`config.mk`:
```
export PLATFORM = sky130hd
export DESIGN_NAME = fifo_stream_reader_flat
export DESIGN_NICKNAME = d
export VERILOG_FILES = /design/src/rtl/fifo_stream_reader_if.sv /design/src/rtl/fifo_stream_reader.sv /design/src/flat_wrapper.sv
export SDC_FILE = /design/constraint.sdc
export NUM_CORES = 1
export LEC_CHECK = 0
export CORE_AREA = 10 10 65 67
export CTS_BUF_LIST = sky130_fd_sc_hd__clkbuf_2 sky130_fd_sc_hd__clkbuf_4 sky130_fd_sc_hd__clkbuf_8
export DETAILED_ROUTE_END_ITERATION = 10
export DIE_AREA = 0 0 75 77
export MAX_ROUTING_LAYER = met4
export PLACE_DENSITY_LB_ADDON = 0.08
export SETUP_SLACK_MARGIN = 0.2
export SLEW_MARGIN = 20
export SYNTH_ARGS = -nofsm -noshare
export SYNTH_HDL_FRONTEND = slang
export SYNTH_SLANG_ARGS = --single-unit
```
`constraint.sdc`:
```
create_clock -name clk -period 5.4 [get_ports clk]
set_clock_uncertainty 0.15 [all_clocks]
set_input_delay 1.08 -clock clk [delete_from_list [all_inputs] [get_ports clk]]
set_output_delay 1.08 -clock clk [all_outputs]
set_load 0.1 [all_outputs]
```
`src/rtl/fifo_stream_reader_if.sv`:
```
// fifo_stream_reader_if: FIFO read port plus valid/ready output stream of fifo_stream_reader.
//   fifo_re      read enable toward the FIFO
//   fifo_r_data  FIFO read data, valid the cycle after fifo_re was sampled
//   fifo_empty   FIFO empty flag
//   m_valid/m_ready/m_data/m_last  downstream stream handshake, word and end-of-packet
// master = the reader, slave = the FIFO/consumer side.
interface fifo_stream_reader_if #(
    parameter int DATA_WIDTH = 8
);
    logic                  fifo_re;
    logic [DATA_WIDTH-1:0] fifo_r_data;
    logic                  fifo_empty;
    logic                  m_valid;
    logic                  m_ready;
    logic [DATA_WIDTH-1:0] m_data;
    logic                  m_last;
    modport master (
        output fifo_re, m_valid, m_data, m_last,
        input  fifo_r_data, fifo_empty, m_ready
    );
    modport slave (
        input  fifo_re, m_valid, m_data, m_last,
        output fifo_r_data, fifo_empty, m_ready
    );
endinterface

```
`src/rtl/fifo_stream_reader.sv`:
```
// fifo_stream_reader: pulls FIFO words through a 2-entry skid buffer onto a valid/ready stream.
//   clk        rising-edge clock
//   rst        synchronous active-high reset
//   bus        fifo_stream_reader_if.master (FIFO read port + output stream)
//   pkt_count  completed packets, wraps at 2^16
//   busy       buffer occupied, read in flight, or not in STREAM
// Define FIFO_RD_FRAMING_EN to frame the stream into PKT_LEN-word packets separated by
// GAP_CYCLES idle cycles; otherwise reads run continuously and m_last/pkt_count stay 0.
module fifo_stream_reader #(
    parameter int DATA_WIDTH = 8,
    parameter int PKT_LEN    = 4,
    parameter int GAP_CYCLES = 2
) (
    input  logic                 clk,
    input  logic                 rst,
    fifo_stream_reader_if.master bus,
    output logic [15:0]          pkt_count,
    output logic                 busy
);
`ifdef FIFO_RD_FRAMING_EN
    localparam bit FRAMING = 1'b1;
`else
    localparam bit FRAMING = 1'b0;
`endif
    localparam int CW = PKT_LEN > 1 ? $clog2(PKT_LEN) : 1;
    localparam int GW = GAP_CYCLES > 1 ? $clog2(GAP_CYCLES) : 1;
    localparam logic [CW-1:0] LAST = CW'(PKT_LEN - 1);
    localparam logic [GW-1:0] GLAST = GW'(GAP_CYCLES > 0 ? GAP_CYCLES - 1 : 0);

    typedef enum logic [1:0] {STREAM, DRAIN, GAP} state_t;

    state_t                state_q, state_d;
    logic [1:0]            occ_q, occ_d;
    logic                  inflight_q, inflight_d;
    logic [DATA_WIDTH-1:0] head_q, head_d, tail_q, tail_d;
    logic [CW-1:0]         rd_cnt_q, rd_cnt_d, beat_cnt_q, beat_cnt_d;
    logic [GW-1:0]         gap_cnt_q, gap_cnt_d;
    logic [15:0]           pkt_q, pkt_d;
    logic                  valid, pop, re, slot0;
    logic [2:0]            lvl;

    assign valid = occ_q != 2'd0;
    assign pop   = valid & bus.m_ready;
    // Entries the buffer will hold next cycle if nothing new is requested now.
    assign lvl   = {1'b0, occ_q} + {2'b0, inflight_q} - {2'b0, pop};
    // Reset gating keeps the FIFO untouched while rst is held.
    assign re    = !rst & (state_q == STREAM) & !bus.fifo_empty & (lvl < 3'd2);
    // Arriving word lands at the head when the buffer is (or becomes) empty this cycle.
    assign slot0 = occ_q == {1'b0, pop};

    always_comb begin
        occ_d      = occ_q + {1'b0, inflight_q} - {1'b0, pop};
        inflight_d = re;
        head_d     = (inflight_q & slot0) ? bus.fifo_r_data : pop ? tail_q : head_q;
        tail_d     = (inflight_q & !slot0) ? bus.fifo_r_data : tail_q;
        beat_cnt_d = pop ? ((beat_cnt_q == LAST) ? '0 : beat_cnt_q + 1'b1) : beat_cnt_q;
        state_d    = state_q;
        rd_cnt_d   = rd_cnt_q;
        gap_cnt_d  = gap_cnt_q;
        pkt_d      = pkt_q;
        if (FRAMING) begin
            case (state_q)
                STREAM: if (re) begin
                    rd_cnt_d = (rd_cnt_q == LAST) ? '0 : rd_cnt_q + 1'b1;
                    state_d  = (rd_cnt_q == LAST) ? DRAIN : STREAM;
                end
                DRAIN: if (pop & (beat_cnt_q == LAST)) begin
                    pkt_d     = pkt_q + 16'd1;
                    gap_cnt_d = '0;
                    state_d   = GAP_CYCLES > 0 ? GAP : STREAM;
                end
                GAP: begin
                    gap_cnt_d = gap_cnt_q + 1'b1;
                    state_d   = (gap_cnt_q == GLAST) ? STREAM : GAP;
                end
                default: state_d = STREAM;
            endcase
        end
    end

    always_ff @(posedge clk) begin
        if (rst) begin
            state_q    <= STREAM;
            occ_q      <= '0;
            inflight_q <= 1'b0;
            head_q     <= '0;
            tail_q     <= '0;
            rd_cnt_q   <= '0;
            beat_cnt_q <= '0;
            gap_cnt_q  <= '0;
            pkt_q      <= '0;
        end else begin
            state_q    <= state_d;
            occ_q      <= occ_d;
            inflight_q <= inflight_d;
            head_q     <= head_d;
            tail_q     <= tail_d;
            rd_cnt_q   <= rd_cnt_d;
            beat_cnt_q <= beat_cnt_d;
            gap_cnt_q  <= gap_cnt_d;
            pkt_q      <= pkt_d;
        end
    end

    assign bus.fifo_re = re;
    assign bus.m_valid = valid;
    assign bus.m_data  = head_q;
    assign bus.m_last  = FRAMING & valid & (beat_cnt_q == LAST);
    assign pkt_count   = pkt_q;
    assign busy        = valid | inflight_q | (state_q != STREAM);
endmodule

```
`src/flat_wrapper.sv`:
```
// flat-port wrapper written by rule: the top's interface ports become plain ports
module fifo_stream_reader_flat 
#(
    parameter int DATA_WIDTH = 8,
    parameter int PKT_LEN    = 4,
    parameter int GAP_CYCLES = 2
)
  (clk, rst, pkt_count, busy, bus_fifo_re, bus_m_valid, bus_m_data, bus_m_last, bus_fifo_r_data, bus_fifo_empty, bus_m_ready);
  fifo_stream_reader_if #(.DATA_WIDTH(DATA_WIDTH)) bus_i ();
  input  logic clk;
  input  logic rst;
  output logic [15:0] pkt_count;
  output logic busy;
  output wire logic [$bits(bus_i.fifo_re)-1:0] bus_fifo_re;
  output wire logic [$bits(bus_i.m_valid)-1:0] bus_m_valid;
  output wire logic [$bits(bus_i.m_data)-1:0] bus_m_data;
  output wire logic [$bits(bus_i.m_last)-1:0] bus_m_last;
  input wire logic [$bits(bus_i.fifo_r_data)-1:0] bus_fifo_r_data;
  input wire logic [$bits(bus_i.fifo_empty)-1:0] bus_fifo_empty;
  input wire logic [$bits(bus_i.m_ready)-1:0] bus_m_ready;
  assign bus_fifo_re = bus_i.fifo_re;
  assign bus_m_valid = bus_i.m_valid;
  assign bus_m_data = bus_i.m_data;
  assign bus_m_last = bus_i.m_last;
  assign bus_i.fifo_r_data = bus_fifo_r_data;
  assign bus_i.fifo_empty = bus_fifo_empty;
  assign bus_i.m_ready = bus_m_ready;
  fifo_stream_reader #(.DATA_WIDTH(DATA_WIDTH), .PKT_LEN(PKT_LEN), .GAP_CYCLES(GAP_CYCLES)) u_core (.clk(clk), .rst(rst), .bus(bus_i), .pkt_count(pkt_count), .busy(busy));
endmodule
```
==> results.md <==
* Sequential share of the synthesized area at 0.386
* Clock period minus worst slack at 4.77 ns
* Placed Cells at 167
* Initial core utilization at 0.331
* Min-Delay Path Class: flop to flop
* Hold path cells at 2
* Worst Path Required at 4.17 ns
* Rel. slew slack at 0.340
* CTS Buf Count at 3
* WP data arrival at 3.54 ns
* Buffer depth of the longest clock path at 2
* # DRC at 0
* Reg clk slew, reported paths at 0.11 ns
* Drt initial violations at 44
* Yosys Warn Count at 0
* Layout cells sized above 1 at 0.0652
* Synth cell types at 23
* Reg2Reg Setup Slack at 2.74 ns
* Total track usage at 0.0890
* # setup viols final at 0
* Period utilization at 0.883
* H-tree depth at 1
* DIE WIDTH at 75 um
* Commonest non-fill, non-tap cell in the layout: clkdlybuf4s50_1
* Worst Reg-to-Reg Cells at 8
* Sequence of cells on the critical path: clkdlybuf4s50_1 > o21ai_2 > inv_2 > ha_1 > inv_1 > ha_1 > fa_1 > nor4_4 > buf_12
* Post-route ant nets at 0
* Post-CTS setup buffers at 0
* WS Path Type: primary input to output pin
* WHS Endpoint: u_core.tail_q[6]$_SDFFE_PP0P_
* Worst Min Path Start: u_core.tail_q[6]$_SDFFE_PP0P_
* PortBufs at 22
* Post-synthesis adder-cell area fraction at 0.0457
* Row Count at 20
* #FFs+latches synth at 19
* Clock Tree Root: clkbuf_4
* Max stage delay on crit path at 0.51 ns
* Synthesis-to-finish area growth at 21.1%
* Post-Synth XOR/XNOR Area at 0.00889
* Hpwl dp at 1.76 mm
* Largest net degree at the start of global routing at 21
* Crit-path slowest cell: fa_1
* Post-synthesis cell area at 985 um^2
* Die area at 5780 um^2
* Top cell by count, worst path: ha_1
* Via count at 795
* PostCTS Resize Cnt at 0
* Nets at 154
* DR vias/cell at 4.65
* CP Max Fanout at 9
* DR pass1 iterations at 4
* Final Hold Slack at 0.333 ns
* Syn avg cell area at 8.34 um^2
* Placer Congestion at 0.753
* Synth Instances at 118
* Post-CTS Hold Fix Bufs at 0
* TritonCTS clock tree: yes
* Worst Tran Pin Value at 0.987 ns
* Largest family of logic cells by synthesized area: simple AND/OR/NAND/NOR gates
* I/O pins at 40
* Worst r2r src: u_core.occ_q[1]$_SDFF_PP0_
* FMAX at 210 MHz
* ANT cells at 0
* Final Non-Filler Cells at 171
* Slew Limit Fails at 0
* CP startpoint kind: primary input
* Die Y-Extent at 77 um
* Antenna violations before repair at 0
* Clock net sink count at 19
* Most frequent cells in the layout: clkdlybuf4s50_1 (21), dfxtp_1 (19), nand2_1 (17), conb_1 (17), nand3_1 (9)
* Status: complete, no violations
* Multiplexer share of the synthesized area at 0
* Global route overflow at 0
* CP Capture Type: output pin
* Clk_lat worst skew at 0.30 ns
* RSZ-0062 raised after global routing: false
* Final core utilization at 0.400
* Setup TNS at 0 ns
* Compound-Gate Fraction of Synth Area at 0.161
* Wire per inst at 14.3 um
* Max_cap viols at 0
* Synth Area in Simple Gates at 0.199
* Fin. Hold Viols at 0
* R2R Path End: u_core.inflight_q$_SDFF_PP0_
* CORE AREA at 2980 um^2
* Wirelength, routed at 2.44 mm
* First-pass GRT wire length at 4.02 mm
* Vias in the first global route at 830
==> layout make-up <==
class | count | area [um^2]
inverters | 6 | 22.5
well taps | 33 | 41.3
fillers | 329 | 1790
clock buffers | 4 | 30.0
multi-input cells | 87 | 488
repair buffers | 22 | 230
flip-flops and latches | 19 | 380
==> registers in the layout, summed over array words and instances, names as in the netlist <==
register           count
u_core.occ_q           2
u_core.bus.m_data      8
u_core.tail_q          8
u_core.inflight_q      1
==> how the worst max path moves through the flow <==
stage,startpoint,endpoint,slack [ns],cells past startpoint
final,bus_m_ready,bus_fifo_re,0.63,9
after detailed placement,bus_m_ready,bus_fifo_re,0.60,9
after global routing,bus_m_ready,bus_fifo_re,0.45,9
after floorplan,bus_m_ready,bus_fifo_re,0.69,7
after global placement,bus_m_ready,bus_fifo_re,0.67,9
after CTS,bus_m_ready,bus_fifo_re,0.59,9
==> kinds of logic after synthesis <==
| group | Yosys count |
|---|---|
| and+or+nand+nor | 41 |
| buffers and inverters | 28 |
| AOI/OAI and AO/OA | 25 |
| DFF | 19 |
| adders and majority gates | 3 |
| xor gates and xnor gates | 1 |
| other | 1 |
==> per-layer routing <==
layer  part of all wire  routed length, um  global-route usage  up-vias
met5                  0                  0                   -        -
met2               0.47               1160               0.137       24
li1                   -                  -                   -      407
met1               0.45               1110               0.103      359
met4              0.013                 32              0.0284        0
met3              0.059                144              0.0335        5
==> cells in the mapped netlist <==
library cell	number	area [um^2]
a21oi_1	8	40.0
a311oi_1	8	70.1
buf_4	17	128
buf_6	1	11.3
clkbuf_1	2	7.51
clkbuf_8	1	13.8
conb_1	1	3.75
dfxtp_1	19	380
dlygate4sd1_1	1	8.76
fa_1	1	20.0
ha_1	2	25.0
inv_1	5	18.8
inv_2	1	3.75
nand2_1	17	63.8
nand2b_1	1	6.26
nand3_1	9	45.0
nand3b_4	1	20.0
nor2_1	8	30.0
nor2b_1	3	18.8
nor4_1	2	12.5
o21ai_0	8	40.0
o21ai_2	1	8.76
xnor2_1	1	8.76
==> through the flow <==
step	worst slack (ns)	instance area, um^2
after floorplan	0.693	1060
after global placement	0.668	1160
after detailed placement	0.603	1160
after CTS	0.592	1190
after global routing	0.447	1190
final	0.633	1190
==> worst max-delay path: cells and delay by family <==
family                   cells  cell delay [ns]
buffers and inverters        4             0.89
adder cells (fa/ha/maj)      3             1.10
AO/OA/AOI/OAI                1             0.19
AND/OR/NAND/NOR              1             0.28
Power is not shown: default switching activity piles up to over one toggle a cycle in this logic, so the estimate is an artifact.
